## src/rtl/alu_exec_unit.sv

```systemverilog
// rtl/alu_exec_unit.sv - multi-cycle ALU execution stage with valid/ready handshakes (optional FAST_SHIFT_EN barrel shifter)
module alu_exec_unit #(
    parameter int WIDTH = 32,
    parameter int SHW   = $clog2(WIDTH)
) (
    input  logic             clk,
    input  logic             rst,
    input  logic             in_valid,
    output logic             in_ready,
    input  logic [5:0]       alu_funct,
    input  logic [WIDTH-1:0] op_a,
    input  logic [WIDTH-1:0] op_b,
    output logic             out_valid,
    input  logic             out_ready,
    output logic [WIDTH-1:0] result,
    output logic             flag_zero,
    output logic             flag_sign,
    output logic             flag_carry,
    output logic             flag_ovf
);

    localparam logic [5:0] F_ADD = 6'b100000;
    localparam logic [5:0] F_SUB = 6'b100010;
    localparam logic [5:0] F_AND = 6'b100100;
    localparam logic [5:0] F_OR  = 6'b100101;
    localparam logic [5:0] F_XOR = 6'b100110;
    localparam logic [5:0] F_NOT = 6'b100111;
    localparam logic [5:0] F_SLL = 6'b000000;
    localparam logic [5:0] F_SRL = 6'b000010;
    localparam logic [5:0] F_SRA = 6'b000011;

    localparam logic [1:0] ST_IDLE  = 2'd0;
`ifndef FAST_SHIFT_EN
    localparam logic [1:0] ST_SHIFT = 2'd1;
`endif
    localparam logic [1:0] ST_DONE  = 2'd2;

    logic [1:0]       state;
    logic [SHW-1:0]   shamt;
    logic [WIDTH:0]   add_sum;
    logic [WIDTH:0]   sub_sum;
    logic [WIDTH-1:0] alu_val;
    logic             alu_c;
    logic             alu_v;
    logic             alu_upd;
    logic             is_shift;

`ifdef FAST_SHIFT_EN
    logic [WIDTH-1:0] barrel_val;
`else
    logic [SHW-1:0]   count;
    logic [1:0]       shift_kind;
    logic [WIDTH-1:0] shift_step;
`endif

    assign shamt     = op_b[SHW-1:0];
    assign add_sum   = {1'b0, op_a} + {1'b0, op_b};
    // Subtraction as A + ~B + 1 so the top bit reads directly as "no borrow".
    assign sub_sum   = {1'b0, op_a} + {1'b0, ~op_b} + (WIDTH+1)'(1);
    assign in_ready  = (state == ST_IDLE) && !rst;
    assign out_valid = (state == ST_DONE);

    // Decode the function code into a single-cycle result, or flag it as a shift/NOP.
    always_comb begin
        alu_val  = '0;
        alu_c    = 1'b0;
        alu_v    = 1'b0;
        alu_upd  = 1'b1;
        is_shift = 1'b0;
        case (alu_funct)
            F_ADD: begin
                alu_val = add_sum[WIDTH-1:0];
                alu_c   = add_sum[WIDTH];
                alu_v   = (op_a[WIDTH-1] == op_b[WIDTH-1]) && (add_sum[WIDTH-1] != op_a[WIDTH-1]);
            end
            F_SUB: begin
                alu_val = sub_sum[WIDTH-1:0];
                alu_c   = sub_sum[WIDTH];
                alu_v   = (op_a[WIDTH-1] != op_b[WIDTH-1]) && (sub_sum[WIDTH-1] != op_a[WIDTH-1]);
            end
            F_AND: alu_val = op_a & op_b;
            F_OR:  alu_val = op_a | op_b;
            F_XOR: alu_val = op_a ^ op_b;
            F_NOT: alu_val = ~op_a;
            F_SLL, F_SRL, F_SRA: begin
                is_shift = 1'b1;
                alu_upd  = 1'b0;
            end
            default: alu_upd = 1'b0;
        endcase
    end

`ifdef FAST_SHIFT_EN
    // Whole shift in one pass; the low two function bits select left/logical/arithmetic.
    always_comb begin
        barrel_val = op_a;
        case (alu_funct[1:0])
            2'b00:   barrel_val = op_a << shamt;
            2'b10:   barrel_val = op_a >> shamt;
            2'b11:   barrel_val = WIDTH'($signed(op_a) >>> shamt);
            default: barrel_val = op_a;
        endcase
    end
`else
    // One-bit step of the iterative shifter, direction captured at acceptance.
    always_comb begin
        shift_step = result;
        case (shift_kind)
            2'b00:   shift_step = {result[WIDTH-2:0], 1'b0};
            2'b10:   shift_step = {1'b0, result[WIDTH-1:1]};
            2'b11:   shift_step = {result[WIDTH-1], result[WIDTH-1:1]};
            default: shift_step = result;
        endcase
    end
`endif

    // Control FSM plus result/flag registers; reset aborts any shift with no output.
    always_ff @(posedge clk) begin
        if (rst) begin
            state      <= ST_IDLE;
            result     <= '0;
            flag_zero  <= 1'b0;
            flag_sign  <= 1'b0;
            flag_carry <= 1'b0;
            flag_ovf   <= 1'b0;
`ifndef FAST_SHIFT_EN
            count      <= '0;
            shift_kind <= 2'b00;
`endif
        end else begin
            case (state)
                ST_IDLE: begin
                    if (in_valid) begin
                        if (is_shift) begin
`ifdef FAST_SHIFT_EN
                            result     <= barrel_val;
                            flag_zero  <= (barrel_val == '0);
                            flag_sign  <= barrel_val[WIDTH-1];
                            flag_carry <= 1'b0;
                            flag_ovf   <= 1'b0;
                            state      <= ST_DONE;
`else
                            result     <= op_a;
                            count      <= shamt;
                            shift_kind <= alu_funct[1:0];
                            if (shamt == '0) begin
                                flag_zero  <= (op_a == '0);
                                flag_sign  <= op_a[WIDTH-1];
                                flag_carry <= 1'b0;
                                flag_ovf   <= 1'b0;
                                state      <= ST_DONE;
                            end else begin
                                state <= ST_SHIFT;
                            end
`endif
                        end else begin
                            // NOP and unknown codes still complete so the pipeline advances.
                            if (alu_upd) begin
                                result     <= alu_val;
                                flag_zero  <= (alu_val == '0);
                                flag_sign  <= alu_val[WIDTH-1];
                                flag_carry <= alu_c;
                                flag_ovf   <= alu_v;
                            end
                            state <= ST_DONE;
                        end
                    end
                end
`ifndef FAST_SHIFT_EN
                ST_SHIFT: begin
                    result <= shift_step;
                    count  <= count - SHW'(1);
                    if (count == SHW'(1)) begin
                        flag_zero  <= (shift_step == '0);
                        flag_sign  <= shift_step[WIDTH-1];
                        flag_carry <= 1'b0;
                        flag_ovf   <= 1'b0;
                        state      <= ST_DONE;
                    end
                end
`endif
                ST_DONE: begin
                    if (out_ready) begin
                        state <= ST_IDLE;
                    end
                end
                default: state <= ST_IDLE;
            endcase
        end
    end

endmodule

```

## config.mk

```make
export PLATFORM = sky130hd
export DESIGN_NAME = alu_exec_unit
export DESIGN_NICKNAME = d
export VERILOG_FILES = /design/src/rtl/alu_exec_unit.sv
export SDC_FILE = /design/constraint.sdc
export NUM_CORES = 1
export LEC_CHECK = 0
export CORE_UTILIZATION = 30
export CTS_BUF_LIST = sky130_fd_sc_hd__clkbuf_4 sky130_fd_sc_hd__clkbuf_8
export DETAILED_ROUTE_END_ITERATION = 8
export DONT_BUFFER_PORTS = 1
export GPL_ROUTABILITY_DRIVEN = 0
export HOLD_SLACK_MARGIN = 0.1
export SYNTH_ARGS = -nofsm -noshare
export SYNTH_HDL_FRONTEND = slang
export SYNTH_SLANG_ARGS = --single-unit
```

## constraint.sdc

```tcl
create_clock -name clk -period 7.7 [get_ports clk]
set_clock_uncertainty 0.1 [all_clocks]
set_input_delay 1.925 -clock clk [delete_from_list [all_inputs] [get_ports clk]]
set_output_delay 1.925 -clock clk [all_outputs]
set_load 0.05 [all_outputs]
```

==> results.yml, run 1 <==
yosys:
  synth-edff-count: 0
  syn_nets: 1512
  synthDominantCellAreaShare_pct: 14.6
  yosysMostFrequentCell: "nor2_1"
  async_flop_share_pct: 0
  ys_types: 86
  synth.top_cells.by_area: "ha_1 15%, dfxtp_1 9.8%, a21oi_1 7.6%, nor2_1 7.2%, mux2i_1 6.8%"
  syn_inst: 1329
  ys_warn_count: 0
  syn_avg_cell_area_um2: 6.88
  yosysSeqAreaShare_pct: 9.85
  syn_area_um2: 9150
  synth_top_area_cell: "ha_1"
  synth_flop_cell: "dfxtp_1"
  netlist_top_cells_count: "175 x nor2_1, 138 x a21oi_1, 108 x inv_1, 107 x ha_1, 92 x nand2_1"
  synth_seq_cells: 45
die:
  die_h_um: 177
  die_w_um: 177
  core_um2: 29800
  placementRows: 63
  design.die.area_um2: 31200
  io-pin-count: 112
  start_util_pct: 30.7
setup_path:
  end_kind: "flip-flop"
  path_class: "primary input to flip-flop"
  cp.required_ns: 7.82
  regToRegEndpoint: "flag_zero"
  r2r_slack_ns: 3.68
  worstPathArrival_ns: 5.60
  startpoint_type: "primary input"
  r2r_cells: 11
  worstReg2RegStart: "shift_kind[0]"
  cp_max_fo: 14
final_layout:
  postLayoutCellArea_um2: 9490
  antennaDiodeCount: 0
  drive_gt1_share_pct: 4.52
  num-nets-final: 1443
  area_growth_pct: 3.73
clock_tree:
  clock-sinks: 45
  clk_path_buf_depth: 2
  cts_resized: 0
  cts_tree: "done"
  cts.reportedPaths.clkPinSlew_ns: 0.10
  cts-root-buf: "clkbuf_8"
  numCtsBuffers: 5
  holdBufCountCts: 0
  htreeDepth: 2
  insertion_delay_ns: 0.33
  cts_setup_buffers: 0
sta:
  rsz0062_at_grt: "false"
  tightest_slew_ns: 1.20
  clock.fmax_mhz: 183
  finalCritPeriodShare_pct: 71.1
  maxSlewHeadroom_pct: 19.8
  maxSlewViolCount: 0
  holdWs_ns: 0.438
  fin_crit_ns: 5.48
  final_hold_viol_count: 0
  finalSetupViolations: 0
  setup_tns_ns: 0
min_path:
  holdPathEnd: "count[4]"
  worstHoldPathCells: 2
  hp-class: "flip-flop to flip-flop"
  hp-start: "count[4]"
global_routing:
  grt_pass1_vias: 9278
  grt_overflow: 0
  grt_max_degree: 67
  grt_first_pass_wirelength_um: 54800
  antenna_found_initial: 0
  grt.total_usage_pct: 22.4
run_status:
  status: "complete, no violations"
power_and_ir_drop:
  p_leak_nw: 3.87
  power_density_nw_per_um2: 92.8
  ir_drop_mv: 0.0648
drt:
  drc: 0
  wl_per_cell_um: 21.7
  dr.pass1.iters: 5
  vias_per_cell: 6.08
  via_count: 10000
  drt-total-wl_um: 35800
  antenna_left: 0
  drt_iter0_drc: 1382
place:
  io_buffers: 0
  placed_cell_area_um2: 9390
  dp_hpwl_um: 27600
run:
  cap_violations: 0
## cells by family (layout without fill, tap and decap cells)
logic type                 count (synthesis)  in the layout  share of synthesized area (%)
adders and majority gates                109            109                           15.1
xor gates and xnor gates                  28             28                           2.68
DFF                                       45             45                           9.85
muxes                                     69             69                           8.26
and+or+nand+nor                          436            436                           22.4
AOI/OAI and AO/OA                        446            446                           33.3
buffers and inverters                    196            128                           8.34
## worst max-delay path by stage
| stage | from | endpoint | slack (ns) | cells past startpoint |
|---|---|---|---|---|
| 6_report | op_b[11] | result[27] | 2.22 | 13 |
| 5_1_grt | op_b[12] | flag_zero | 2.02 | 13 |
| 4_1_cts | op_a[13] | flag_zero | 2.35 | 13 |
| 3_5_place_dp | op_a[13] | flag_zero | 2.04 | 13 |
| 3_3_place_gp | op_b[12] | result[27] | 2.12 | 13 |
| 2_1_floorplan | rst | in_ready | 2.31 | 3 |
## registers in the layout, indices dropped and copies added (netlist names)
register and flops:
flag_ovf 1, result 32, flag_carry 1, state 2, count 5, flag_zero 1
shift_kind 2, flag_sign 1
## layout make-up
cell class	count	area [um^2]
flip-flops and latches	45	902
inverters	110	413
fillers	3295	20300
clock inverters	3	25.0
multi-input cells	1088	7520
clock buffers	5	68.8
repair buffers	10	75.1
well taps	390	488
## per-layer routing
metal  track usage, %  vias to the layer above  share of wire, %
li1                 -                     4675                 -
met1             31.4                     4733                43
met2             33.2                      569                42
met3             6.07                       68                12
met4             5.68                        0               2.5
met5                0                        -                 0
## through the flow
stage	std cells	utilization [%]	setup WS (ns)	power, W
after floorplan	1329	-	2.31	0.000611
after global placement	1643	31.5	2.12	0.000700
after detailed placement	1643	31.5	2.04	0.000704
after CTS	1651	31.8	2.35	0.000868
after global routing	1651	31.8	2.02	0.000932
final	1651	31.8	2.22	0.000881
## where the power goes
group / switching [W] / internal [W]
Sequential: 0.0000162 / 0.000236
Clock: 0.0000996 / 0.0000658
Combinational: 0.000291 / 0.000172
Total: 0.000407 / 0.000474
## cell usage in the layout, fill, tap and decap left out, types with 7 or more instances in the layout
master	netlist	final
o31ai_1	10	10
mux2i_1	62	62
inv_1	108	108
nand4_1	15	15
o22ai_1	8	8
o21ai_0	57	57
nand3_1	12	12
nor3_1	31	30
nand2b_1	19	19
ha_1	107	107
a221oi_1	9	9
nor4_1	27	27
nand2_1	92	92
buf_4	0	10
a21oi_1	138	138
a211o_1	14	14
a21o_1	23	23
o21bai_1	9	9
dfxtp_1	45	44
a22oi_1	28	28
o211ai_1	12	12
o21a_1	10	10
and3_1	8	8
a31oi_1	8	7
a211oi_1	51	51
nor2b_1	19	18
xnor2_1	24	24
nor2_1	175	174
## critical path: stages
cell and delay (ns):
inv_1 0.03, ha_1 0.62, nand4_1 0.26, a211oi_1 0.48
a211oi_1 0.17, o21ai_0 0.26, o21ai_0 0.22, a221oi_1 0.39
nor4_1 0.09, a211o_1 0.34, a211oi_1 0.54, a211o_1 0.19
a21oi_1 0.06
Power figures use the tool's default switching activity.
==> inputs of run 2 (changes only) <==
==> constraint.sdc (replaced) <==
create_clock -name clk -period 4.8 [get_ports clk]
set_clock_uncertainty 0.1 [all_clocks]
set_input_delay 1.2 -clock clk [delete_from_list [all_inputs] [get_ports clk]]
set_output_delay 1.2 -clock clk [all_outputs]
set_load 0.05 [all_outputs]
==> results.yml, run 2 (same netlist as run 1, synthesis figures left out) <==
clock_tree:
  clock-sinks: 45
  numCtsBuffers: 5
  clk_path_buf_depth: 2
  holdBufCountCts: 0
  htreeDepth: 2
  insertion_delay_ns: 0.31
  cts-root-buf: "clkbuf_8"
  cts.reportedPaths.clkPinSlew_ns: 0.10
  cts_tree: "done"
die:
  io-pin-count: 112
  die_h_um: 177
  design.die.area_um2: 31200
  placementRows: 63
  core_um2: 29800
  start_util_pct: 30.7
  die_w_um: 177
global_routing:
  grt_pass1_vias: 9481
  grt.busiest_layer: "met2"
  grt_overflow: 0
  use_met2_pct: 33.9
  grt_max_degree: 67
  met1_usage_pct: 30.2
  grt_first_pass_wirelength_um: 55100
  grt.total_usage_pct: 22.5
  antenna_found_initial: 0
  grtUsageMet3_pct: 6.27
final_layout:
  largest-register: "result"
  largest_reg_flops: 32
  reg_top3: "result (32), count (5)"
  num-nets-final: 1482
  final_cells: 1690
  most-common-layout-cells: "174 x nor2_1, 138 x a21oi_1, 108 x inv_1"
  drive_gt1_share_pct: 7.38
  layout_commonest_cell: "nor2_1"
  antennaDiodeCount: 0
  area_growth_pct: 7.18
power_and_ir_drop:
  ir_drop_mv: 0.105
  power.share.combinational_pct: 52.3
  p_leak_nw: 4.06
  power_frac_clock_pct: 20.4
  power_density_nw_per_um2: 152
  p_switching_w: 0.000648
  power.internal_w: 0.000840
  pwr-share-seq_pct: 27.3
  netSwitchingFraction_pct: 43.5
  total_power_w: 0.00149
sta:
  finalCritPeriodShare_pct: 92.7
  finalSetupViolations: 0
  setup_tns_ns: 0
  final_hold_viol_count: 0
  maxSlewHeadroom_pct: 20.4
  clock.fmax_mhz: 225
  rsz0062_at_grt: "false"
  maxSlewViolCount: 0
  tightest_slew_ns: 1.19
  fin_crit_ns: 4.45
drt:
  wl_per_cell_um: 21.4
  vias_per_cell: 6.09
  drc: 0
  dr.pass1.iters: 6
  drt_iter0_drc: 1339
  antenna_left: 0
  drt-total-wl_um: 36100
  via_count: 10300
run:
  cap_violations: 0
setup_path:
  end_kind: "flip-flop"
  slowest_delay_ns: 0.56
  cpLargestDelayFamily: "compound AO/OA/AOI/OAI gates"
  path_cells: "ha_1, inv_1, fa_1, nor2b_1, o211a_1, o211ai_1, a31oi_1, o21ai_0, a2111oi_1, buf_4, nand3b_1, nor4_1, nand4_1, o41ai_2"
  critPathLaunch: "op_a[0]"
  worstPathArrival_ns: 4.58
  worstReg2RegStart: "shift_kind[0]"
  startpoint_type: "primary input"
  crit_buf_inv: 2
  path_class: "primary input to flip-flop"
  critPathSlowestCell: "a2111oi_1"
  regToRegEndpoint: "flag_zero"
  r2r_slack_ns: 0.85
  r2r_cells: 11
  cp_max_fo: 5
  cp.required_ns: 4.93
place:
  dp.cells: 1682
  io_buffers: 0
  dp_hpwl_um: 28600
min_path:
  hp-class: "flip-flop to flip-flop"
  worstHoldPathCells: 2
  holdPathEnd: "count[4]"
  hp-start: "count[4]"
run_status:
  status: "complete, no violations"
run 2: changes by cell type in the layout (fill, tap and decap cells not counted), sizes merged:
cell	before	now
buf	10	49
inv	109	108
bufinv	0	1
run 2: power by group through the flow:
stage                     logic, W  registers [W]  clock network [W]
after CTS                 0.000755       0.000405           0.000307
after global placement    0.000743       0.000414                  0
after global routing      0.000839       0.000407           0.000323
after detailed placement  0.000751       0.000414                  0
after floorplan           0.000574       0.000406                  0
final                     0.000778       0.000406           0.000304
run 2: final cells by class:
cell class | instances | area (um^2)
fill | 3272 | 20000
sequential | 45 | 902
tap | 390 | 488
multi-input combinational | 1088 | 7520
inverter | 110 | 413
timing repair buffer | 49 | 368
clock inverter | 3 | 46.3
clock buffer | 5 | 68.8
run 2: how the worst max path moves through the flow:
| stage | endpoint | cells after the start |
|---|---|---|
| after CTS | flag_zero | 14 |
| after detailed placement | flag_zero | 14 |
| after global routing | flag_zero | 14 |
| final | flag_zero | 14 |
| after global placement | flag_zero | 14 |
| after floorplan | flag_zero | 14 |
run 2: metal layers:
layer,vias up,share of wire (%),routed length (um)
met1,4825,42,15000
met5,-,0,0
met4,0,4.4,1590
li1,4766,-,-
met3,114,12,4470
met2,590,42,15000
run 2: through the flow:
stage                     setup slack (ns)  utilization (%)  instance area, um^2  hold slack (ns)
after detailed placement            0.0311             32.5                 9690            0.426
after global routing                0.0716             32.9                 9800            0.486
final                                0.350             32.9                 9800            0.449
after floorplan                      0.602                -                 9150            0.384
after CTS                            0.354             32.9                 9800            0.444
after global placement              0.0472             32.5                 9690            0.408
run 2: tightest hold or removal path: cells and delay by family (launching register included):
| kind | cells | cell delay (ns) |
|---|---|---|
| flip-flops | 1 | 0.34 |
| AO/OA/AOI/OAI | 2 | 0.17 |
run 2: timing repair:
item,in CTS,in global routing
endpoints found under the setup margin,0,1
gates resized for setup,0,1
buffers inserted,0,0
